[src/rtl/uart_pkg.sv]
// Shared UART definitions: frame width, default oversampling and receiver FSM states.
package uart_pkg;

    localparam int unsigned UART_DATA_BITS      = 8;
    localparam int unsigned UART_SAMPLES_PER_BIT = 16;

    typedef enum logic [2:0] {
        WAIT_IDLE,
        IDLE,
        START,
        DATA,
        STOP
    } uart_rx_state_t;

endpackage

[src/rtl/uart_sync.sv]
// Multi-stage flip-flop synchronizer for an asynchronous single-bit input.
// Resets to 1 so an idle (mark) serial line never looks like a start bit.
module uart_sync #(
    parameter int unsigned SYNC_STAGES = 2
) (
    input  logic clk,
    input  logic rst,
    input  logic d_i,
    output logic q_o
);

    logic [SYNC_STAGES-1:0] sync_q;

    always_ff @(posedge clk) begin
        if (rst) begin
            sync_q <= '1;
        end else begin
            sync_q <= {sync_q[SYNC_STAGES-2:0], d_i};
        end
    end

    assign q_o = sync_q[SYNC_STAGES-1];

endmodule

[src/rtl/uart_rx.sv]
// 8-bit MSB-first UART receiver, oversampled SAMPLES_PER_BIT times per bit.
// Optional stop-bit check enabled by defining UART_RX_STOP_CHECK_EN.
module uart_rx
    import uart_pkg::*;
#(
    parameter int unsigned SAMPLES_PER_BIT = UART_SAMPLES_PER_BIT,
    parameter int unsigned SYNC_STAGES     = 2
) (
    input  logic                      clk,
    input  logic                      rst,
    input  logic                      sample_trigger,
    input  logic                      serial_data,
    output logic [UART_DATA_BITS-1:0] data,
    output logic                      valid,
    output logic                      framing_error,
    output logic                      busy
);

    localparam int unsigned CntW = $clog2(SAMPLES_PER_BIT);
    localparam int unsigned BitW = $clog2(UART_DATA_BITS);

    localparam logic [CntW-1:0] HalfM1  = CntW'(SAMPLES_PER_BIT / 2 - 1);
    localparam logic [CntW-1:0] FullM1  = CntW'(SAMPLES_PER_BIT - 1);
    localparam logic [BitW-1:0] LastBit = BitW'(UART_DATA_BITS - 1);

    logic line_s;
    logic stop_ok;

    uart_rx_state_t            state_q, state_d;
    logic [CntW-1:0]           sample_cnt_q, sample_cnt_d;
    logic [BitW-1:0]           bit_cnt_q, bit_cnt_d;
    logic [UART_DATA_BITS-1:0] shreg_q, shreg_d;
    logic [UART_DATA_BITS-1:0] data_q, data_d;
    logic                      busy_q, busy_d;
    logic                      valid_q, valid_d;
    logic                      err_q, err_d;

    uart_sync #(
        .SYNC_STAGES(SYNC_STAGES)
    ) u_sync (
        .clk(clk),
        .rst(rst),
        .d_i(serial_data),
        .q_o(line_s)
    );

`ifdef UART_RX_STOP_CHECK_EN
    assign stop_ok = line_s;
`else
    // Stop bit ignored: every frame completes; err_q stays constant 0.
    assign stop_ok = 1'b1;
`endif

    always_ff @(posedge clk) begin
        if (rst) begin
            state_q      <= WAIT_IDLE;
            sample_cnt_q <= '0;
            bit_cnt_q    <= '0;
            shreg_q      <= '0;
            data_q       <= '0;
            busy_q       <= 1'b0;
            valid_q      <= 1'b0;
            err_q        <= 1'b0;
        end else begin
            state_q      <= state_d;
            sample_cnt_q <= sample_cnt_d;
            bit_cnt_q    <= bit_cnt_d;
            shreg_q      <= shreg_d;
            data_q       <= data_d;
            busy_q       <= busy_d;
            valid_q      <= valid_d;
            err_q        <= err_d;
        end
    end

    always_comb begin
        state_d      = state_q;
        sample_cnt_d = sample_cnt_q;
        bit_cnt_d    = bit_cnt_q;
        shreg_d      = shreg_q;
        data_d       = data_q;
        busy_d       = busy_q;
        valid_d      = 1'b0;
        err_d        = 1'b0;

        if (sample_trigger) begin
            unique case (state_q)
                // Re-arm only after the line has been seen high.
                WAIT_IDLE: begin
                    if (line_s) begin
                        state_d = IDLE;
                    end
                end
                IDLE: begin
                    if (!line_s) begin
                        state_d      = START;
                        sample_cnt_d = '0;
                        busy_d       = 1'b1;
                    end
                end
                START: begin
                    if (sample_cnt_q == HalfM1) begin
                        sample_cnt_d = '0;
                        if (line_s) begin
                            state_d = IDLE;
                            busy_d  = 1'b0;
                        end else begin
                            state_d   = DATA;
                            bit_cnt_d = '0;
                        end
                    end else begin
                        sample_cnt_d = sample_cnt_q + 1'b1;
                    end
                end
                DATA: begin
                    if (sample_cnt_q == FullM1) begin
                        sample_cnt_d = '0;
                        shreg_d      = {shreg_q[UART_DATA_BITS-2:0], line_s};
                        if (bit_cnt_q == LastBit) begin
                            state_d = STOP;
                        end else begin
                            bit_cnt_d = bit_cnt_q + 1'b1;
                        end
                    end else begin
                        sample_cnt_d = sample_cnt_q + 1'b1;
                    end
                end
                STOP: begin
                    if (sample_cnt_q == FullM1) begin
                        sample_cnt_d = '0;
                        state_d      = WAIT_IDLE;
                        busy_d       = 1'b0;
                        if (stop_ok) begin
                            data_d  = shreg_q;
                            valid_d = 1'b1;
                        end else begin
                            err_d = 1'b1;
                        end
                    end else begin
                        sample_cnt_d = sample_cnt_q + 1'b1;
                    end
                end
                default: begin
                    state_d = WAIT_IDLE;
                end
            endcase
        end
    end

    assign data          = data_q;
    assign valid         = valid_q;
    assign framing_error = err_q;
    assign busy          = busy_q;

endmodule

[config.mk]
export PLATFORM = sky130hd
export DESIGN_NAME = uart_rx
export DESIGN_NICKNAME = d
export VERILOG_FILES = /design/src/rtl/uart_pkg.sv /design/src/rtl/uart_sync.sv /design/src/rtl/uart_rx.sv
export SDC_FILE = /design/constraint.sdc
export NUM_CORES = 1
export LEC_CHECK = 0
export BUFFER_PORTS_ARGS = -buffer_cell sky130_fd_sc_hd__buf_2
export CORE_UTILIZATION = 35
export CTS_CLUSTER_SIZE = 20
export DETAILED_ROUTE_END_ITERATION = 8
export SLEW_MARGIN = 20
export SYNTH_ARGS = -nofsm -noshare
export SYNTH_HDL_FRONTEND = slang
export SYNTH_SLANG_ARGS = --single-unit
[constraint.sdc]
create_clock -name clk -period 1.95 [get_ports clk]
set_input_delay 0.39 -clock clk [delete_from_list [all_inputs] [get_ports clk]]
set_output_delay 0.39 -clock clk [all_outputs]
set_load 0.1 [all_outputs]
Word-level counts from Yosys, hierarchy flattened
Index checks and enable logic that the tools add are counted.
{ "word_totals": {"elab_cells": 63, "input_bits": 4, "out_inout_bits": 11, "register_bits": 30} }
{ "classes": {"n_reduce_logical": 12, "add_sub_neg": 2, "n_eq_ne": 16, "mux": 23, "n_bitwise": 2} }
{ "ops": {"columns": ["operator", "count"], "rows": [
  ["2-to-1 mux 3 bit", 10],
  ["case mux 3 bit (5 select lines)", 1],
  ["!= test 2 bit, second input constant", 7],
  ["2-to-1 mux 4 bit", 3],
  ["case mux 4 bit (3 select lines)", 1],
  ["AND reduction 6 bit", 2],
  ["AND reduction 3 bit", 3],
  ["AND reduction 7 bit", 1],
  ["equality test 3 x 2 -> 1 bit, second input constant", 2],
  ["equality test 3 bit, second input constant", 2],
  ["case mux 3 bit (2 select lines)", 1],
  ["nonzero test 3 bit", 2],
  ["2-to-1 mux 1 bit", 5],
  ["adder 4 x 1 -> 4 bit, second input constant", 1],
  ["equality test 4 x 3 -> 1 bit, second input constant", 1],
  ["equality test 4 bit, second input constant", 1],
  ["!= test 2 x 1 -> 1 bit, second input constant", 2],
  ["adder 3 x 1 -> 3 bit, second input constant", 1],
  ["equality test 3 x 1 -> 1 bit, second input constant", 1],
  ["zero test 3 bit", 1],
  ["case mux 1 bit (3 select lines)", 1],
  ["OR reduction 3 bit", 1],
  ["2-to-1 mux 2 bit", 1],
  ["NOT 1 bit", 2],
  ["other kinds (2)", 2]
]} }

Depth between registers and ports, before layout
Gate-level depths: netlist (run 1).
{ "logic_depth": {"word_depth": 4, "ltp_mapped": 8, "depth_no_buf": 6} }

Hierarchy
A second synthesis (run 1) with hierarchy kept.
{ "unflattened": {"cells_unflattened": 161, "area_unflattened_um2": 1485.2} }
{ "by_module_without_submodules": {"columns": ["module", "area_per_inst_um2", "cells_per_inst", "n_inst", "seq_area_each_um2"], "rows": [
  ["uart_rx", 1432.6, 157, 1, 560.5],
  ["uart_sync", 52.6, 4, 1, 40.0]
]} }

Worst setup path before layout (run 1)
Ideal clock, no wire load.
{ "synth_timing": {"path_kind": "reg2reg", "start": "register sample_cnt_q[0]", "end": "register state_q[0]", "period_less_slack_ns": 1.581, "required_ns": 1.822, "setup_time_ns": 0.128, "path_buffers": 0, "t_arrival_ns": 1.453, "stages_incl_launch_ff": 7, "slack_ns": 0.369, "path_cell_list": "dfxtp_1 > ha_1 > and3_1 > o22ai_1 > a311oi_1 > mux2i_1 > nor2_1"} }
{ "synth_between": {"elab_chain_len": 3, "elab_cells_between_ends": 6, "cone_classes": "5 x eq/ne; 1 x reduce/logical"} }
{ "synth_lines": {"columns": ["element", "line_no", "source"], "rows": [
  ["from (decl)", "uart_rx.sv:30", "logic [CntW-1:0] sample_cnt_q, sample_cnt_d;"],
  ["from (signal assigned)", "uart_rx.sv:66", "sample_cnt_q <= sample_cnt_d;"],
  ["equality test 4 bit or equality test 4 x 3 -> 1 bit (tied branches)", "uart_rx.sv:116, uart_rx.sv:129, uart_rx.sv:102", null],
  ["!= test 2 bit (no source line)", null, null],
  ["AND reduction 7 bit (no source line) (*)", null, null],
  ["to (signal assigned)", "uart_rx.sv:65", "state_q <= state_d;"],
  ["to (decl)", "uart_rx.sv:29", "uart_rx_state_t state_q, state_d;"]
]} }
Mark *: on every way between the ends. The rest lies on a longest branch, timed or not.
A chain may end at the register's enable or synchronous reset.

Worst setup path in the final report (run 1)
{ "layout_timing": {"start": "register state_q[2]", "end": "register state_q[1]"} }
{ "layout_between": {"elab_chain_len": 3, "elab_cells_between_ends": 13, "cone_classes": "10 x eq/ne; 1 x mux; 2 x reduce/logical"} }
{ "layout_lines": {"columns": ["element", "line_no", "source"], "rows": [
  ["equality test 3 x 1 -> 1 bit (tied with other cells)", "uart_rx.sv:87", "unique case (state_q)"],
  ["!= test 2 bit (no source line) or != test 2 x 1 -> 1 bit (tied branches)", null, null],
  ["AND reduction 7 bit (no source line)", null, null]
]} }
Several ways; a longest one is shown, not always the timed one.

==> results.cfg, run 1 <==
[layout]
antennaDiodeCount = 0
filler_cell_count = 379
nets = 178
final_layout_size_suffix_gt1_share_pct = 19.88
final_cell_count_no_fill = 219
layout_common_cells = 30 x sky130_fd_sc_hd__dfxtp_1, 19 x sky130_fd_sc_hd__nand2_1, 16 x sky130_fd_sc_hd__a21oi_1, 13 x sky130_fd_sc_hd__nor2_1, 13 x sky130_fd_sc_hd__buf_2
layout.cells.most_common = sky130_fd_sc_hd__dfxtp_1
areaGrowthSynthToFinish_pct = 17.08

[placed_design]
placement.setup.worst_slack_ns = 0.03965
place.detailed.instances = 212
post-dp-hpwl_um = 1832
gp_congestion = 0.8189
placement.io_buffers = 13

[worst_setup_path]
reg2reg_from = state_q[2]
cp_max_fo = 10
crit_required_ns = 2.17
timing.setup.critical_path_class = flip-flop to flip-flop
crit_cells = 5
critical-path-slowest-cell = sky130_fd_sc_hd__dfxtp_1
timing.critical_path.slowest_cell_delay_ns = 0.53
startpoint_type = flip-flop
critical-path-top-delay-family = compound AO/OA/AOI/OAI gates
r2r_end = state_q[1]
worst_setup_path_end_kind = flip-flop
worstRegToRegCells = 5
worstSetupEndpoint = state_q[1]
worstPathArrival_ns = 2.05
crit_path_start = state_q[2]
timing.critical_path.cells = or3b_4 -> o22ai_1 -> a311oi_2 -> o21a_1 -> o21ai_1
path_buf_inv = 0
reg2reg_slack_ns = 0.12

[routing]
drt_iter0_markers = 67
mean_number_of_vias_per_cell = 5.146
vias = 1127
route.detailed.drc = 0
detail_route.wl_per_cell_um = 12.60
totalWireLength_um = 2760
postRouteAntennaNets = 0
dr.pass1.iters = 4

[grt]
vias_in_the_first_global_route = 1105
wire_length_of_the_first_global_routing_pass_um = 4767
grt.overflow.total = 0
initial_antenna_violation_count = 0
grt_max_degree = 33
globalRouteTotalUtil_pct = 15.21

[min_path]
worstHoldPathType = input pin to flip-flop
holdPathStages = 2

[clock_network]
cts_max_path_buffers = 2
post-cts-setup-buffers = 0
ctsHtreeMaxLevel = 2
clock_sinks = 30
worstSkewPairLatency_ns = 0.29
tritoncts.num_buffers = 5
clock_transition_time_at_the_flip_flop_clock_pins_of_the_worst_setup_and_hold_paths_ns = 0.07
ctsHoldBuffers = 0
cts_tree = built
clk_root_buffer_cell = sky130_fd_sc_hd__clkbuf_8

[timing]
hold_viol_final = 0
clock.fmax_mhz = 546.7
setup_viol_count_final = 0
normalized_max_slew_margin_pct = 62.50
finClkSkew_ns = 0.01001
worst_tran_pin_value_ns = 0.5625
slew_violations = 0
postLayoutSetupSlackWorst_ns = 0.1209
finalCritPeriodShare_pct = 93.80
minimum_clock_period_ns = 1.829

[pwr]
powerDensity_mw_per_mm2 = 861.8
peakVddDrop_uv = 382.7
leakage_uw = 0.0005851

[yosys]
netlist.area_leader.share_pct = 44.08
yosys.cell_types.count = 43
synth.ff_latch_count = 30
synth.avg_cell_area_um2 = 8.679
netlist.top_cell.by_area = sky130_fd_sc_hd__dfxtp_1
netlist_area_mm2 = 0.001363
synth_seq_area_share_pct = 44.08
postSynth.topFlopCell = sky130_fd_sc_hd__dfxtp_1
synth_warnings = 0
synth.top_cells.by_area = sky130_fd_sc_hd__dfxtp_1 44%, sky130_fd_sc_hd__mux2i_1 6.6%, sky130_fd_sc_hd__a21oi_1 5.9%, sky130_fd_sc_hd__nand2_1 5.2%, sky130_fd_sc_hd__nor2_1 3.6%
postSynthCellCount = 157
syn-num-nets = 164
synth_edf_count = 0
postSynth.asyncResetShare_pct = 0

[floorplanning]
num_rows = 22
initial_utilization_pct = 36.94
die-height_um = 64.40
fp.dieArea_mm2 = 0.004147
design.portCount = 15
core_area_mm2 = 0.003689
die_width_um = 64.40

[run_status]
outcome = completed

[run]
cap_viol_max_count = 0
==> routing by layer <==
| metal | GRT usage (%) | wire [um] | up-vias |
|---|---|---|---|
| li1 | - | - | 570 |
| met4 | 11.11 | 74 | 0 |
| met5 | 0 | 0 | - |
| met3 | 4.286 | 99 | 7 |
| met1 | 18.19 | 1301 | 525 |
| met2 | 23.03 | 1285 | 25 |
==> where the power goes <==
group | total, uW | internal [uW] | leakage (uW) | switching [uW]
registers | 639 | 622 | 0.000242 | 16.8
clock network | 634 | 408 | 0.0000573 | 226
logic | 102 | 34.6 | 0.000285 | 67.3
==> final cells by class <==
cell class | count | area (um^2) | share of cell area, %
well taps | 48 | 60.06 | 3.765
multi-input cells | 113 | 715.7 | 44.86
clock buffers | 6 | 82.58 | 5.176
clock inverters | 1 | 30.03 | 1.882
inverters | 5 | 18.77 | 1.176
flip-flops and latches | 30 | 600.6 | 37.65
repair buffers | 16 | 87.58 | 5.490
==> state kept, by name (all words and copies together) (netlist names) <==
name / cells
u_sync.sync_q: 2
valid: 1
shreg_q: 8
bit_cnt_q: 3
sample_cnt_q: 4
data: 8
busy: 1
state_q: 3
==> per-stage QoR <==
stage	hold slack, ns	TNS, ns	total power (uW)	area, um^2	util (%)
floorplan	0.3895	0	728.3	1363	-
global placement	0.3932	0	743.6	1461	39.62
detailed placement	0.4047	0	748.2	1461	39.62
CTS	0.2818	0	1387	1574	42.67
global route	0.2976	-0.007379	1427	1595	43.25
finish	0.2881	0	1375	1595	43.25
==> how the worst min path moves through the flow <==
stage	end	start
floorplan	u_sync.sync_q[1]	u_sync.sync_q[0]
detailed placement	u_sync.sync_q[1]	u_sync.sync_q[0]
finish	u_sync.sync_q[0]	serial_data
CTS	u_sync.sync_q[0]	serial_data
global placement	u_sync.sync_q[1]	u_sync.sync_q[0]
global route	u_sync.sync_q[0]	serial_data
==> Yosys cell counts (2+ instances only) <==
| library cell | count |
|---|---|
| sky130_fd_sc_hd__nor2b_1 | 3 |
| sky130_fd_sc_hd__dfxtp_1 | 30 |
| sky130_fd_sc_hd__a21oi_1 | 16 |
| sky130_fd_sc_hd__or2_2 | 2 |
| sky130_fd_sc_hd__a211oi_1 | 2 |
| sky130_fd_sc_hd__clkbuf_1 | 4 |
| sky130_fd_sc_hd__mux2i_1 | 9 |
| sky130_fd_sc_hd__ha_1 | 3 |
| sky130_fd_sc_hd__o31ai_1 | 3 |
| sky130_fd_sc_hd__o21a_1 | 2 |
| sky130_fd_sc_hd__buf_2 | 3 |
| sky130_fd_sc_hd__nand2_1 | 19 |
| sky130_fd_sc_hd__o21ai_1 | 3 |
| sky130_fd_sc_hd__o21ai_0 | 9 |
| sky130_fd_sc_hd__or3_1 | 4 |
| sky130_fd_sc_hd__nor3_1 | 2 |
| sky130_fd_sc_hd__nor2_1 | 13 |
| sky130_fd_sc_hd__inv_1 | 5 |
==> cells by family after synthesis <==
kind of cell	count (synthesis)	share of synthesized area, %
other cells	1	0.2752
fa+ha+maj	3	2.755
simple gates	58	23.05
mux	9	6.612
buf+inv	14	4.958
flops	30	44.08
xor+xnor	1	0.6429
compound gates	41	17.63
==> repair_timing <==
action,in CTS,in global routing
resized for setup,0,4
hold endpoints to repair,0,0
setup endpoints to repair,0,12
(Power assumes the default switching activity.)
==> inputs of run 2 (changes only) <==
CORE_UTILIZATION = 29   (was 35)
==> results.cfg, run 2 (synthesis gave the netlist of run 1 again) <==
[floorplanning]
core_area_mm2 = 0.004444
initial_utilization_pct = 30.66
fp.dieArea_mm2 = 0.004977
die-height_um = 70.55
die_width_um = 70.55
design.portCount = 15
num_rows = 24

[pwr]
power.total_uw = 1530
powerDensity_mw_per_mm2 = 940.2
peakVddDrop_uv = 413.7
leakage_uw = 0.0005999

[grt]
initial_antenna_violation_count = 0
vias_in_the_first_global_route = 1067
grt.overflow.total = 0
wire_length_of_the_first_global_routing_pass_um = 4726
grt_max_degree = 33
globalRouteTotalUtil_pct = 12.28

[layout]
antennaDiodeCount = 0
postLayoutCellArea_mm2 = 0.001628
filler_cell_count = 466
nets = 179
layout.cells.most_common = sky130_fd_sc_hd__dfxtp_1
final_layout_size_suffix_gt1_share_pct = 19.65
layout_common_cells = 30 x sky130_fd_sc_hd__dfxtp_1, 19 x sky130_fd_sc_hd__nand2_1, 16 x sky130_fd_sc_hd__a21oi_1, 13 x sky130_fd_sc_hd__nor2_1, 13 x sky130_fd_sc_hd__buf_2
areaGrowthSynthToFinish_pct = 19.47

[timing]
finClkSkew_ns = 0.007308
unrepaired_setup_endpoints_after_global_routing = false
normalized_max_slew_margin_pct = 62.82
clock.fmax_mhz = 554.3
worst_tran_pin_value_ns = 0.5578
hold_viol_final = 0
finalCritPeriodShare_pct = 92.53
setup_viol_count_final = 0
fin_setup_tns_ns = 0
final.hold.worst_slack_ns = 0.2908
slew_violations = 0
minimum_clock_period_ns = 1.804

[worst_setup_path]
critical-path-slowest-cell = sky130_fd_sc_hd__dfxtp_1
critical-path-top-delay-family = simple AND/OR/NAND/NOR gates
timing.setup.critical_path_class = flip-flop to flip-flop
timing.critical_path.slowest_cell_delay_ns = 0.45
path_buf_inv = 1
worstPathArrival_ns = 2.01
cp_max_fo = 7
crit_required_ns = 2.16
startpoint_type = flip-flop
timing.critical_path.cells = nor2b_1 -> buf_4 -> nand4b_1 -> or3_1 -> a21oi_1
worst_setup_path_end_kind = flip-flop

[placed_design]
gp_congestion = 0.8093
placement.io_buffers = 13
detailed_place.area_mm2 = 0.001474
post-dp-hpwl_um = 1774

[routing]
mean_number_of_vias_per_cell = 5.036
totalWireLength_um = 2791
postRouteAntennaNets = 0
drt_iter0_markers = 122
route.detailed.drc = 4
detail_route.wl_per_cell_um = 12.40
vias = 1133
dr.pass1.iters = 7

[clock_network]
clock_sinks = 30
cts_max_path_buffers = 2
ctsHtreeMaxLevel = 2
worstSkewPairLatency_ns = 0.28
clock_transition_time_at_the_flip_flop_clock_pins_of_the_worst_setup_and_hold_paths_ns = 0.06
tritoncts.num_buffers = 5
ctsHoldBuffers = 0
clk_root_buffer_cell = sky130_fd_sc_hd__clkbuf_8
cts_tree = built

[min_path]
worstHoldPathType = input pin to flip-flop

[run_status]
outcome = finished with violations
violations = DRC

[run]
cap_viol_max_count = 0
run 2: cell types whose count changed in the layout (fill, tap and decap cells not counted), sizes merged:
cell,previous run,this run
buf,16,17
bufinv,1,2
run 2: what timing repair did:
action,4_1_cts,5_1_grt
endpoints found under the setup margin,0,4
resized for setup,0,2
endpoints found under the hold margin,0,0
setup buffers,0,0
run 2: stage by stage:
| stage | util [%] | worst slack (ns) | std cells |
|---|---|---|---|
| final | 36.63 | 0.1458 | 225 |
| after detailed placement | 33.16 | 0.1950 | 217 |
| after floorplan | - | 0.3693 | 157 |
| after CTS | 36.37 | 0.1533 | 225 |
| after global routing | 36.63 | 0.004213 | 225 |
| after global placement | 33.16 | 0.2027 | 217 |
run 2: path summary, 6_finish.rpt:
kind,slack [ns],cells past startpoint,end,start
setup / recovery,0.15,5,bit_cnt_q[2],state_q[1]
hold / removal,0.29,2,u_sync.sync_q[0],serial_data
setup reg to reg,0.15,5,bit_cnt_q[2],state_q[1]
hold reg to reg,0.43,1,u_sync.sync_q[1],u_sync.sync_q[0]
run 2: cell type report:
cell class                      count  area, um^2  share of cell area [%]
Clock buffer                        6       82.58                   5.073
Sequential cell                    30       600.6                   36.89
Clock inverter                      2       60.06                   3.689
Tap cell                           52       65.06                   3.997
Timing Repair Buffer               17       95.09                   5.842
Multi-Input combinational cell    113       705.7                   43.35
Inverter                            5       18.77                   1.153
run 2: report_power, final:
group          internal, uW  leakage, uW  switching, uW
clock network           545    0.0000714            242
registers               622     0.000242           17.7
logic                  35.9     0.000286           68.3
run 2: per-layer routing:
layer | track usage [%] | part of all wire (%) | vias up
met5 | 0 | 0 | -
met4 | 6.667 | 1.6 | 0
met3 | 4.843 | 4.7 | 7
met2 | 17.80 | 44 | 23
met1 | 15.71 | 50 | 524
li1 | - | - | 579
run 2: worst reg2reg max path, stage by stage (launching register included):
cell and delay [ns]:
sky130_fd_sc_hd__dfxtp_1 0.45, sky130_fd_sc_hd__nor2b_1 0.35, sky130_fd_sc_hd__buf_4 0.20, sky130_fd_sc_hd__nand4b_1 0.21, sky130_fd_sc_hd__or3_1 0.37, sky130_fd_sc_hd__a21oi_1 0.14
==> inputs of run 3 (changes only) <==
CORE_UTILIZATION = 50   (was 29)
PLACE_DENSITY = 0.7   (was default)
==> results.cfg, run 3 (synthesis gave the netlist of run 1 again) <==
[worst_setup_path]
timing.setup.critical_path_class = flip-flop to flip-flop
worst_setup_path_end_kind = flip-flop
reg2reg_from = state_q[2]
worstPathArrival_ns = 2.04
crit_path_start = state_q[2]
crit_required_ns = 2.20
cp_max_fo = 10
startpoint_type = flip-flop

[pwr]
peakVddDrop_uv = 530.4
powerDensity_mw_per_mm2 = 734.7
leakage_uw = 0.0005617
power.total_uw = 1111

[layout]
antennaDiodeCount = 0
final_layout_size_suffix_gt1_share_pct = 18.60
layout.cells.most_common = sky130_fd_sc_hd__dfxtp_1
areaGrowthSynthToFinish_pct = 10.93
layout_common_cells = 30 x sky130_fd_sc_hd__dfxtp_1, 19 x sky130_fd_sc_hd__nand2_1, 16 x sky130_fd_sc_hd__a21oi_1, 13 x sky130_fd_sc_hd__nor2_1, 13 x sky130_fd_sc_hd__buf_2
nets = 178
postLayoutCellArea_mm2 = 0.001511
final_cell_count_no_fill = 202
multi_input_area_um2 = 706.9
filler_cell_count = 242
area.sequential_um2 = 600.6

[floorplanning]
design.portCount = 15
die_width_um = 54.20
fp.dieArea_mm2 = 0.002938
num_rows = 18
core_area_mm2 = 0.002522
initial_utilization_pct = 54.02
die-height_um = 54.20

[placed_design]
detailed_place.area_mm2 = 0.001439
place.detailed.instances = 194
placement.setup.worst_slack_ns = 0.07532
placement.io_buffers = 13
post-dp-hpwl_um = 1736
gp_congestion = 0.7954

[clock_network]
ctsHoldBuffers = 0
worstSkewPairLatency_ns = 0.32
cts_tree = built
clock_sinks = 30
cts_max_path_buffers = 2
clock_transition_time_at_the_flip_flop_clock_pins_of_the_worst_setup_and_hold_paths_ns = 0.09
tritoncts.num_buffers = 5
ctsHtreeMaxLevel = 2
clk_root_buffer_cell = sky130_fd_sc_hd__clkbuf_4

[timing]
hold_viol_final = 0
finClkSkew_ns = 0.006392
unrepaired_setup_endpoints_after_global_routing = false
finalCritPeriodShare_pct = 91.56
clock.fmax_mhz = 560.1
slew_violations = 0
postLayoutSetupSlackWorst_ns = 0.1645
normalized_max_slew_margin_pct = 65.04
setup_viol_count_final = 0
fin_setup_tns_ns = 0
minimum_clock_period_ns = 1.786
worst_tran_pin_value_ns = 0.5245

[grt]
grt_max_degree = 33
globalRouteTotalUtil_pct = 20.76
wire_length_of_the_first_global_routing_pass_um = 4236
vias_in_the_first_global_route = 1003
grt.overflow.total = 0
initial_antenna_violation_count = 0

[routing]
vias = 1132
detail_route.wl_per_cell_um = 12.93
dr.pass1.iters = 4
mean_number_of_vias_per_cell = 5.604
route.detailed.drc = 0
postRouteAntennaNets = 0
drt_iter0_markers = 7
totalWireLength_um = 2612

[min_path]
worstHoldPathType = input pin to flip-flop
hold_path.startpoint = serial_data

[run_status]
outcome = completed

[run]
cap_viol_max_count = 0
[run 3: metal layers]
layer | global-route usage (%) | routed length, um | vias up
li1 | - | - | 576
met1 | 23.20 | 1173 | 530
met2 | 34.55 | 1277 | 24
met3 | 5.085 | 132 | 2
met4 | 13.68 | 29 | 0
met5 | 0 | 0 | -
[run 3: timing repair]
item,CTS,global route
endpoints found under the setup margin,0,7
setup buffers,0,0
hold endpoints to repair,0,0
resized for setup,0,2
[run 3: path summary, 6_finish.rpt]
| kind | cells past startpoint | endpoint | slack [ns] |
|---|---|---|---|
| max | 4 | bit_cnt_q[0] | 0.16 |
| min reg2reg | 1 | u_sync.sync_q[1] | 0.42 |
| max reg2reg | 4 | bit_cnt_q[0] | 0.16 |
| min | 2 | u_sync.sync_q[0] | 0.26 |
[run 3: stage by stage]
step	hold WS (ns)	utilization, %
3_3_place_gp	0.3921	57.04
2_1_floorplan	0.3895	-
6_report	0.2620	59.92
5_1_grt	0.2465	59.92
4_1_cts	0.2489	59.42
3_5_place_dp	0.4002	57.04
[run 3: power by group]
group	internal [uW]	total (uW)	switching [uW]
registers	621	636	15.0
logic	32.9	98.7	65.8
clock network	174	376	201
[run 3: area by class of cell]
cell class	instances	share of cell area, %
Clock buffer	7	3.642
Clock inverter	1	0.3311
Inverter	5	1.242
Multi-Input combinational cell	113	46.77
Sequential cell	30	39.74
Tap cell	30	2.483
Timing Repair Buffer	16	5.795
[run 3: critical path, stage by stage (launching register included)]
cell and delay (ns):
sky130_fd_sc_hd__dfxtp_1 0.42, sky130_fd_sc_hd__nor2b_1 0.45, sky130_fd_sc_hd__nand2_1 0.28, sky130_fd_sc_hd__or3_1 0.42, sky130_fd_sc_hd__a21oi_1 0.15
